### config.mk
export PLATFORM = sky130hd
export DESIGN_NAME = fir_sample_deser
export DESIGN_NICKNAME = d
export VERILOG_FILES = /design/src/rtl/fir_core_pkg.sv /design/src/rtl/fir_shift_in.sv /design/src/rtl/fir_sample_deser.sv
export SDC_FILE = /design/constraint.sdc
export NUM_CORES = 1
export LEC_CHECK = 0
export ABC_AREA = 0
export ABC_CLOCK_PERIOD_IN_PS = 2570
export CORE_UTILIZATION = 54
export CTS_CLUSTER_DIAMETER = 120
export DETAILED_ROUTE_END_ITERATION = 10
export GPL_TIMING_DRIVEN = 0
export PLACE_DENSITY_LB_ADDON = 0.15
export SLEW_MARGIN = 20
export SYNTH_ARGS = -nofsm -noshare
export SYNTH_HDL_FRONTEND = slang
export SYNTH_SLANG_ARGS = --single-unit
### constraint.sdc
create_clock -name clk1 -period 2.57 [get_ports clk1]
set_input_delay 0.257 -clock clk1 [delete_from_list [all_inputs] [get_ports clk1]]
set_output_delay 0.257 -clock clk1 [all_outputs]
set_load 0.03 [all_outputs]
### src/rtl/fir_core_pkg.sv
// Shared types and constants for the FIR core write-domain front end.
package fir_core_pkg;

   localparam int SAMPLE_W_DEF = 16;

   typedef enum logic {
      HUNT  = 1'b0,
      SHIFT = 1'b1
   } des_state_t;

   typedef enum logic [1:0] {
      W_IDLE = 2'd0,
      W_PEND = 2'd1,
      W_GAP  = 2'd2
   } wr_state_t;

endpackage

### src/rtl/fir_shift_in.sv
// Serial-to-parallel shifter: frame-aligned bit capture, emits a word and a
// same-cycle word_done strobe on the completing capture.
module fir_shift_in
   import fir_core_pkg::*;
#(
   parameter int DATA_W    = SAMPLE_W_DEF,
   parameter bit MSB_FIRST = 1'b1
) (
   input  logic              clk1,
   input  logic              wr_rstn,
   input  logic              sdi,
   input  logic              sdi_valid,
   input  logic              sdi_frame,
   output logic [DATA_W-1:0] word,
   output logic              word_done,
   output logic              shifting
);

   localparam int               CNT_W    = (DATA_W > 2) ? $clog2(DATA_W) : 1;
   localparam logic [CNT_W-1:0] LAST_CNT = CNT_W'(DATA_W - 1);

   des_state_t        state_d, state_q;
   logic [CNT_W-1:0]  bit_cnt_d, bit_cnt_q;
   logic [DATA_W-1:0] sh_d, sh_q;

   function automatic logic [DATA_W-1:0] shift_bit(input logic [DATA_W-1:0] cur,
                                                   input logic              b);
      if (MSB_FIRST) begin
         return {cur[DATA_W-2:0], b};
      end else begin
         return {b, cur[DATA_W-1:1]};
      end
   endfunction

   // A frame bit always restarts the word, even mid-word; the partial word is lost.
   always_comb begin
      state_d   = state_q;
      bit_cnt_d = bit_cnt_q;
      sh_d      = sh_q;
      word_done = 1'b0;
      if (sdi_valid) begin
         if (sdi_frame) begin
            sh_d      = shift_bit('0, sdi);
            bit_cnt_d = CNT_W'(1);
            state_d   = SHIFT;
         end else if (state_q == SHIFT) begin
            sh_d = shift_bit(sh_q, sdi);
            if (bit_cnt_q == LAST_CNT) begin
               bit_cnt_d = '0;
               state_d   = HUNT;
               word_done = 1'b1;
            end else begin
               bit_cnt_d = bit_cnt_q + 1'b1;
            end
         end
      end
   end

   always_ff @(posedge clk1 or negedge wr_rstn) begin
      if (!wr_rstn) begin
         state_q   <= HUNT;
         bit_cnt_q <= '0;
      end else begin
         state_q   <= state_d;
         bit_cnt_q <= bit_cnt_d;
      end
   end

   // Datapath only; a frame bit seeds from zero so no stale bits survive.
   always_ff @(posedge clk1) begin
      sh_q <= sh_d;
   end

   assign word     = sh_d;
   assign shifting = (state_q == SHIFT);

endmodule

### src/rtl/fir_sample_deser.sv
// FIR write-domain front end: deserializer, one-word holding register and FIFO
// writer with overflow flag. Optional drop counter under FIR_IN_DROP_CNT_EN.
module fir_sample_deser
   import fir_core_pkg::*;
#(
   parameter int DATA_W    = SAMPLE_W_DEF,
   parameter bit MSB_FIRST = 1'b1
) (
   input  logic              clk1,
   input  logic              wr_rstn,
   input  logic              sdi,
   input  logic              sdi_valid,
   input  logic              sdi_frame,
   input  logic              fifo_full,
   output logic              wr_en,
   output logic [DATA_W-1:0] wr_data,
   output logic              overflow,
   input  logic              ovf_clr,
   output logic              busy
`ifdef FIR_IN_DROP_CNT_EN
   ,
   output logic [7:0]        drop_cnt
`endif
);

   logic [DATA_W-1:0] word;
   logic              word_done;
   logic              shifting;

   fir_shift_in #(
      .DATA_W    (DATA_W),
      .MSB_FIRST (MSB_FIRST)
   ) u_shift_in (
      .clk1      (clk1),
      .wr_rstn   (wr_rstn),
      .sdi       (sdi),
      .sdi_valid (sdi_valid),
      .sdi_frame (sdi_frame),
      .word      (word),
      .word_done (word_done),
      .shifting  (shifting)
   );

   wr_state_t         wst_d, wst_q;
   logic              hold_vld_d, hold_vld_q;
   logic [DATA_W-1:0] hold_d, hold_q;
   logic              wr_en_d, wr_en_q;
   logic [DATA_W-1:0] wr_data_d, wr_data_q;
   logic              overflow_d, overflow_q;
   logic              drain;
   logic              accept;
   logic              drop;

   // A hold that drains at this edge frees the slot for a word completing at the same edge.
   assign drain  = (wst_q == W_PEND) && hold_vld_q && !fifo_full;
   assign accept = word_done && (!hold_vld_q || drain);
   assign drop   = word_done && hold_vld_q && !drain;

   always_comb begin
      hold_d     = hold_q;
      hold_vld_d = hold_vld_q;
      if (accept) begin
         hold_d     = word;
         hold_vld_d = 1'b1;
      end else if (drain) begin
         hold_vld_d = 1'b0;
      end
   end

   // W_GAP gives the registered full flag one cycle to account for the last write.
   always_comb begin
      wst_d     = wst_q;
      wr_en_d   = 1'b0;
      wr_data_d = wr_data_q;
      case (wst_q)
         W_IDLE: begin
            if (hold_vld_d) begin
               wst_d = W_PEND;
            end
         end
         W_PEND: begin
            if (drain) begin
               wr_en_d   = 1'b1;
               wr_data_d = hold_q;
               wst_d     = W_GAP;
            end
         end
         W_GAP: begin
            wst_d = hold_vld_d ? W_PEND : W_IDLE;
         end
         default: begin
            wst_d = W_IDLE;
         end
      endcase
   end

   always_comb begin
      overflow_d = overflow_q;
      if (drop) begin
         overflow_d = 1'b1;
      end else if (ovf_clr) begin
         overflow_d = 1'b0;
      end
   end

   always_ff @(posedge clk1 or negedge wr_rstn) begin
      if (!wr_rstn) begin
         wst_q      <= W_IDLE;
         hold_vld_q <= 1'b0;
         wr_en_q    <= 1'b0;
         wr_data_q  <= '0;
         overflow_q <= 1'b0;
      end else begin
         wst_q      <= wst_d;
         hold_vld_q <= hold_vld_d;
         wr_en_q    <= wr_en_d;
         wr_data_q  <= wr_data_d;
         overflow_q <= overflow_d;
      end
   end

   always_ff @(posedge clk1) begin
      hold_q <= hold_d;
   end

`ifdef FIR_IN_DROP_CNT_EN
   logic [7:0] drop_cnt_d, drop_cnt_q;

   // Clear and drop together leave exactly one counted drop.
   always_comb begin
      drop_cnt_d = drop_cnt_q;
      if (ovf_clr) begin
         drop_cnt_d = drop ? 8'd1 : 8'd0;
      end else if (drop && (drop_cnt_q != 8'hFF)) begin
         drop_cnt_d = drop_cnt_q + 8'd1;
      end
   end

   always_ff @(posedge clk1 or negedge wr_rstn) begin
      if (!wr_rstn) begin
         drop_cnt_q <= 8'd0;
      end else begin
         drop_cnt_q <= drop_cnt_d;
      end
   end

   assign drop_cnt = drop_cnt_q;
`endif

   assign wr_en    = wr_en_q;
   assign wr_data  = wr_data_q;
   assign overflow = overflow_q;
   assign busy     = shifting || hold_vld_q || (wst_q == W_GAP);

endmodule

# After elaboration in Yosys (flattened, before gate mapping)
# Index checks and enable logic that the tools add are counted.
# op_classes
add_sub_neg	1
eq_ne	5
n_mux	23
n_reduce_logical	17
# ops
op	count
$mux W16	3
$mux W1	14
$mux W4	3
$pmux W2 S3	1
$reduce_and A2 Y1	3
$logic_and A1 B1 Y1	5
$add A4 B1 Y4 const B	1
$eq A4 B4 Y1 const B	1
$mux W2	2
$ne A2 B2 Y1 const B	2
$reduce_bool A2 Y1	2
$logic_not A1 Y1	3
$logic_or A1 B1 Y1	3
$eq A2 B1 Y1 const B	1
$eq A2 B2 Y1 const B	1
$logic_not A2 Y1	1
# totals
regBits	58
in_bits	7
out_inout_bits	19
elab_cells	55

# Logic depth before layout (Yosys ltp)
# logic_depth
depth_word	9
mapped_depth	4
depth_no_buf	4

# Hierarchy
# Synthesis repeated with hierarchy kept, for this count alone.
# unflattened
cells_unflattened	172
area_unflattened_um2	2358.5
# modules_own_cells
mod	n_inst	cells_each	area_each_um2	seq_area_each_um2
fir_sample_deser	1	70	1333.8	1006.0
fir_shift_in	1	102	1024.7	445.4

# Worst setup path after synthesis
# No wires, ideal clock.
# synth_timing
path_type	register -> register
startpoint	register wst_q[1]
endpoint	register hold_q[0] (enable)
setup_ns	0.390
arrival_ns	1.668
required_ns	2.180
path_slack_ns	0.511
stages_incl_launch_ff	5
n_path_buf	1
synth_period_minus_slack_ns	2.059
cell_sequence	dfrtp_1 -> and4bb_1 -> buf_6 -> nand2b_1 -> nor2b_1
# synth_between
elab_chain_cells	5
# synth_rtl
item	line_no	text
start: declaration	fir_sample_deser.sv:44	wr_state_t wst_d, wst_q;
start signal: assignment	fir_sample_deser.sv:114	wst_q <= wst_d;
$eq A2 B1 Y1	fir_sample_deser.sv:55	assign drain = (wst_q == W_PEND) && hold_vld_q && !fifo_full;
$logic_and A1 B1 Y1 (2 in series)	fir_sample_deser.sv:55	
$logic_or A1 B1 Y1	fir_sample_deser.sv:56	assign accept = word_done && (!hold_vld_q || drain);
$logic_and A1 B1 Y1	fir_sample_deser.sv:56	
via accept	fir_sample_deser.sv:51	logic accept;
end signal: assignment	fir_sample_deser.sv:123	hold_q <= hold_d;
end: declaration	fir_sample_deser.sv:46	logic [DATA_W-1:0] hold_d, hold_q;
# The timed path passes the listed nets, and every way through them passes these cells.
# A chain may end at the register's enable or synchronous reset.

# Worst setup path in the final report
# layout_timing
startpoint	register u_shift_in.state_q, in the netlist u_shift_in.shifting
endpoint	output busy
# layout_between
elab_chain_cells	2
# layout_rtl
item	line_no	text
start: declaration	fir_shift_in.sv:22	des_state_t state_d, state_q;
start signal: assignment	fir_shift_in.sv:64	state_q <= state_d;
$logic_or A1 B1 Y1 (2 in series)	fir_sample_deser.sv:153	assign busy = shifting || hold_vld_q || (wst_q == W_GAP);
end: declaration	fir_sample_deser.sv:19	output logic busy
# No other way between the ends.

==> impl_metrics.yaml <==
clock_tree:
  hold_buffers: 1
  clkLatencyLatePin_ns: 0.34
  ctsResizeCount: 0
  cts.path.max_buffers: 2
  cts_made_buffers: 9
  clk_pin_slew_ns: 0.06
  cts_setup_buffers: 0
  htreeDepth: 3
  cts-root-buf: "clkbuf_8"
  numClockSinks: 58
  tritoncts: "built"
detailed_routing:
  postRouteAntennaNets: 0
  via_per_inst: 5.565
  routed_wl_mm: 4.008
  drt_iter0_markers: 92
  vias: 1408
  drtPass1Iterations: 4
  wl_per_cell_um: 15.84
  drc_errors: 0
placed_design:
  dpl.cell_count: 236
  hpwlAfterDp_mm: 2.642
  gp_congestion: 0.8447
  io_buffers: 24
final_layout:
  final_cells: 253
  fin_util_pct: 68.75
  nNetsFinal: 206
  syn_to_final_growth_pct: 23.00
  antenna_cells: 0
  n_fill_cell: 275
  drive_gt1_share_pct: 21.18
run:
  maxCapViolCount: 0
sta:
  fin_skew_ns: 0.005402
  hold_ws_ns: 0.2467
  hold_viol_final: 0
  finalCritPeriodShare_pct: 88.42
  finalSetupViolations: 0
  slew_violations: 0
  max_freq_ghz: 0.4401
  slew_headroom_pct: 44.98
  tightest_slew_ns: 0.8216
  setup_total_negative_slack_ns: 0
  rsz0062_at_grt: "no"
  fin_crit_ns: 2.272
critical_path:
  crit_fanout: 10
  crit_type: "register to output port"
  crit_path_end_kind: "output port"
  worstPathRequired_ns: 2.31
  worstPathArrival_ns: 2.02
  critPathLaunchType: "register"
synth:
  yosysMostFrequentCell: "dfrtp_1"
  netlist.area_leader.share_pct: 29.10
  ys_ff_latch: 58
  synth_area_um2: 2236
  yosysWarnings: 0
  syn_avg_cell_area_um2: 13.80
  syn_nets: 170
  synth-edff-count: 16
  yosysTopAreaCell: "dfrtp_1"
  yosysUniqueCellTypes: 34
  synthTopCellsByArea: "dfrtp_1, edfxtp_1, dfxtp_1, mux2_4, a2bb2oi_1"
  synth_async_sr_flop_share_pct: 44.83
  synth_common_cells: "dfrtp_1, inv_1, dfxtp_1, edfxtp_1, o22ai_1"
  yosysSeqAreaShare_pct: 64.91
  synthCells: 162
  synthFlopType: "dfrtp_1"
worst_hold_path:
  hp-class: "primary input to register"
status:
  status: "finished, final reports clean"
die:
  dieArea_um2: 4402
  die_w_um: 66.35
  fp.dieH_um: 66.35
  fp-row-count: 23
  io_pins: 26
  start_util_pct: 55.90
  core_area_um2: 4000
global_routing:
  grt_antenna_before_repair: 0
  grt.overflow.total: 0
  grt_pass1_vias: 1355
  grt_pass1_wl_mm: 6.479
  grt_max_degree: 27
  grtUsageTotal_pct: 21.32
pwr:
  p_leak_nw: 1.081
  fin_total_pwr_mw: 2.853
  powerDensity_nw_per_um2: 1037
  peakVddDrop_v: 0.0005236
-- cells in the final DEF, fill, tap and decap left out, types with 2 or more instances in the layout --
| master | count |
|---|---|
| and2_1 | 2 |
| clkinv_2 | 3 |
| dfrtp_1 | 26 |
| buf_2 | 6 |
| edfxtp_1 | 16 |
| nor2_1 | 2 |
| dfxtp_1 | 16 |
| mux2_4 | 9 |
| a2bb2oi_1 | 13 |
| o21ai_0 | 3 |
| mux2_2 | 8 |
| o22ai_1 | 15 |
| nand2_1 | 5 |
| inv_1 | 18 |
| clkbuf_8 | 11 |
| a22o_1 | 4 |
| clkdlybuf4s50_1 | 23 |
-- metrics by stage --
stage | area (µm²) | worst slack [ns]
2_1_floorplan | 2236 | 0.5115
5_1_grt | 2750 | 0.1614
3_3_place_gp | 2539 | -0.1961
3_5_place_dp | 2536 | 0.1777
4_1_cts | 2750 | 0.2797
6_report | 2750 | 0.2976
-- metal layers --
metal  up-vias  part of all wire (%)  track usage [%]
met5         -                     0                0
met4         0                   2.6            13.03
met3        10                   2.9            6.207
met2        23                    49            31.89
met1       711                    45            27.16
li1        664                     -                -
-- kinds of logic (layout without fill, tap and decap cells) --
kind of cell / Yosys count / in the layout / share of synthesized area [%]
fa+ha+maj: 1 / 1 / 0.5595
flops: 58 / 58 / 64.91
mux: 17 / 17 / 10.07
buf+inv: 27 / 68 / 5.875
compound gates: 42 / 42 / 13.77
simple gates: 17 / 17 / 4.813
-- final cells by class --
class / count / area, µm² / share of cell area (%)
plain buffers: 9 / 63.81 / 2.320
well taps: 50 / 62.56 / 2.275
repair buffers: 25 / 245.2 / 8.917
inverters: 18 / 67.56 / 2.457
flip-flops and latches: 58 / 1451 / 52.78
clock inverters: 5 / 52.55 / 1.911
clock buffers: 11 / 151.4 / 5.505
multi-input cells: 77 / 655.6 / 23.84
-- flip-flops by register name, summed over array words and instances (netlist names) --
signal                flops
wst_q                     2
hold_vld_q                1
u_shift_in.sh_q          16
wr_data                  16
overflow                  1
u_shift_in.bit_cnt_q      4
hold_q                   16
wr_en                     1
u_shift_in.shifting       1
-- power breakdown --
group          internal [mW]  total, mW  switching, mW  leakage, nW
combinational          0.401      0.807          0.405        0.369
sequential              1.10       1.20         0.0994        0.607
clock                  0.495      0.848          0.353        0.105
-- final timing paths --
path / startpoint / to / slack [ns] / cells past startpoint
worst max-delay path: u_shift_in.shifting$_DFFE_PN0P_ / busy / 0.30 / 5
worst min-delay path: sdi_frame / u_shift_in.bit_cnt_q[1]$_DFFE_PN0P_ / 0.25 / 2
worst max register to register: u_shift_in.bit_cnt_q[0]$_DFFE_PN0P_ / hold_q[5]$_DFFE_PP_ / 0.47 / 4
worst min register to register: hold_q[13]$_DFFE_PP_ / wr_data[13]$_DFFE_PN0P_ / 0.48 / 1
max in group asynchronous: wr_rstn / wr_data[2]$_DFFE_PN0P_ / 1.69 / 2
min in group asynchronous: wr_rstn / wr_data[9]$_DFFE_PN0P_ / 0.47 / 2
-- critical path: stages (launching register included) --
cell	delay (ns)
dfrtp_1	0.37
buf_2	0.21
buf_2	0.25
nor2_1	0.07
o21ai_0	0.08
clkdlybuf4s50_1	0.69
(Power assumes the default switching activity.)
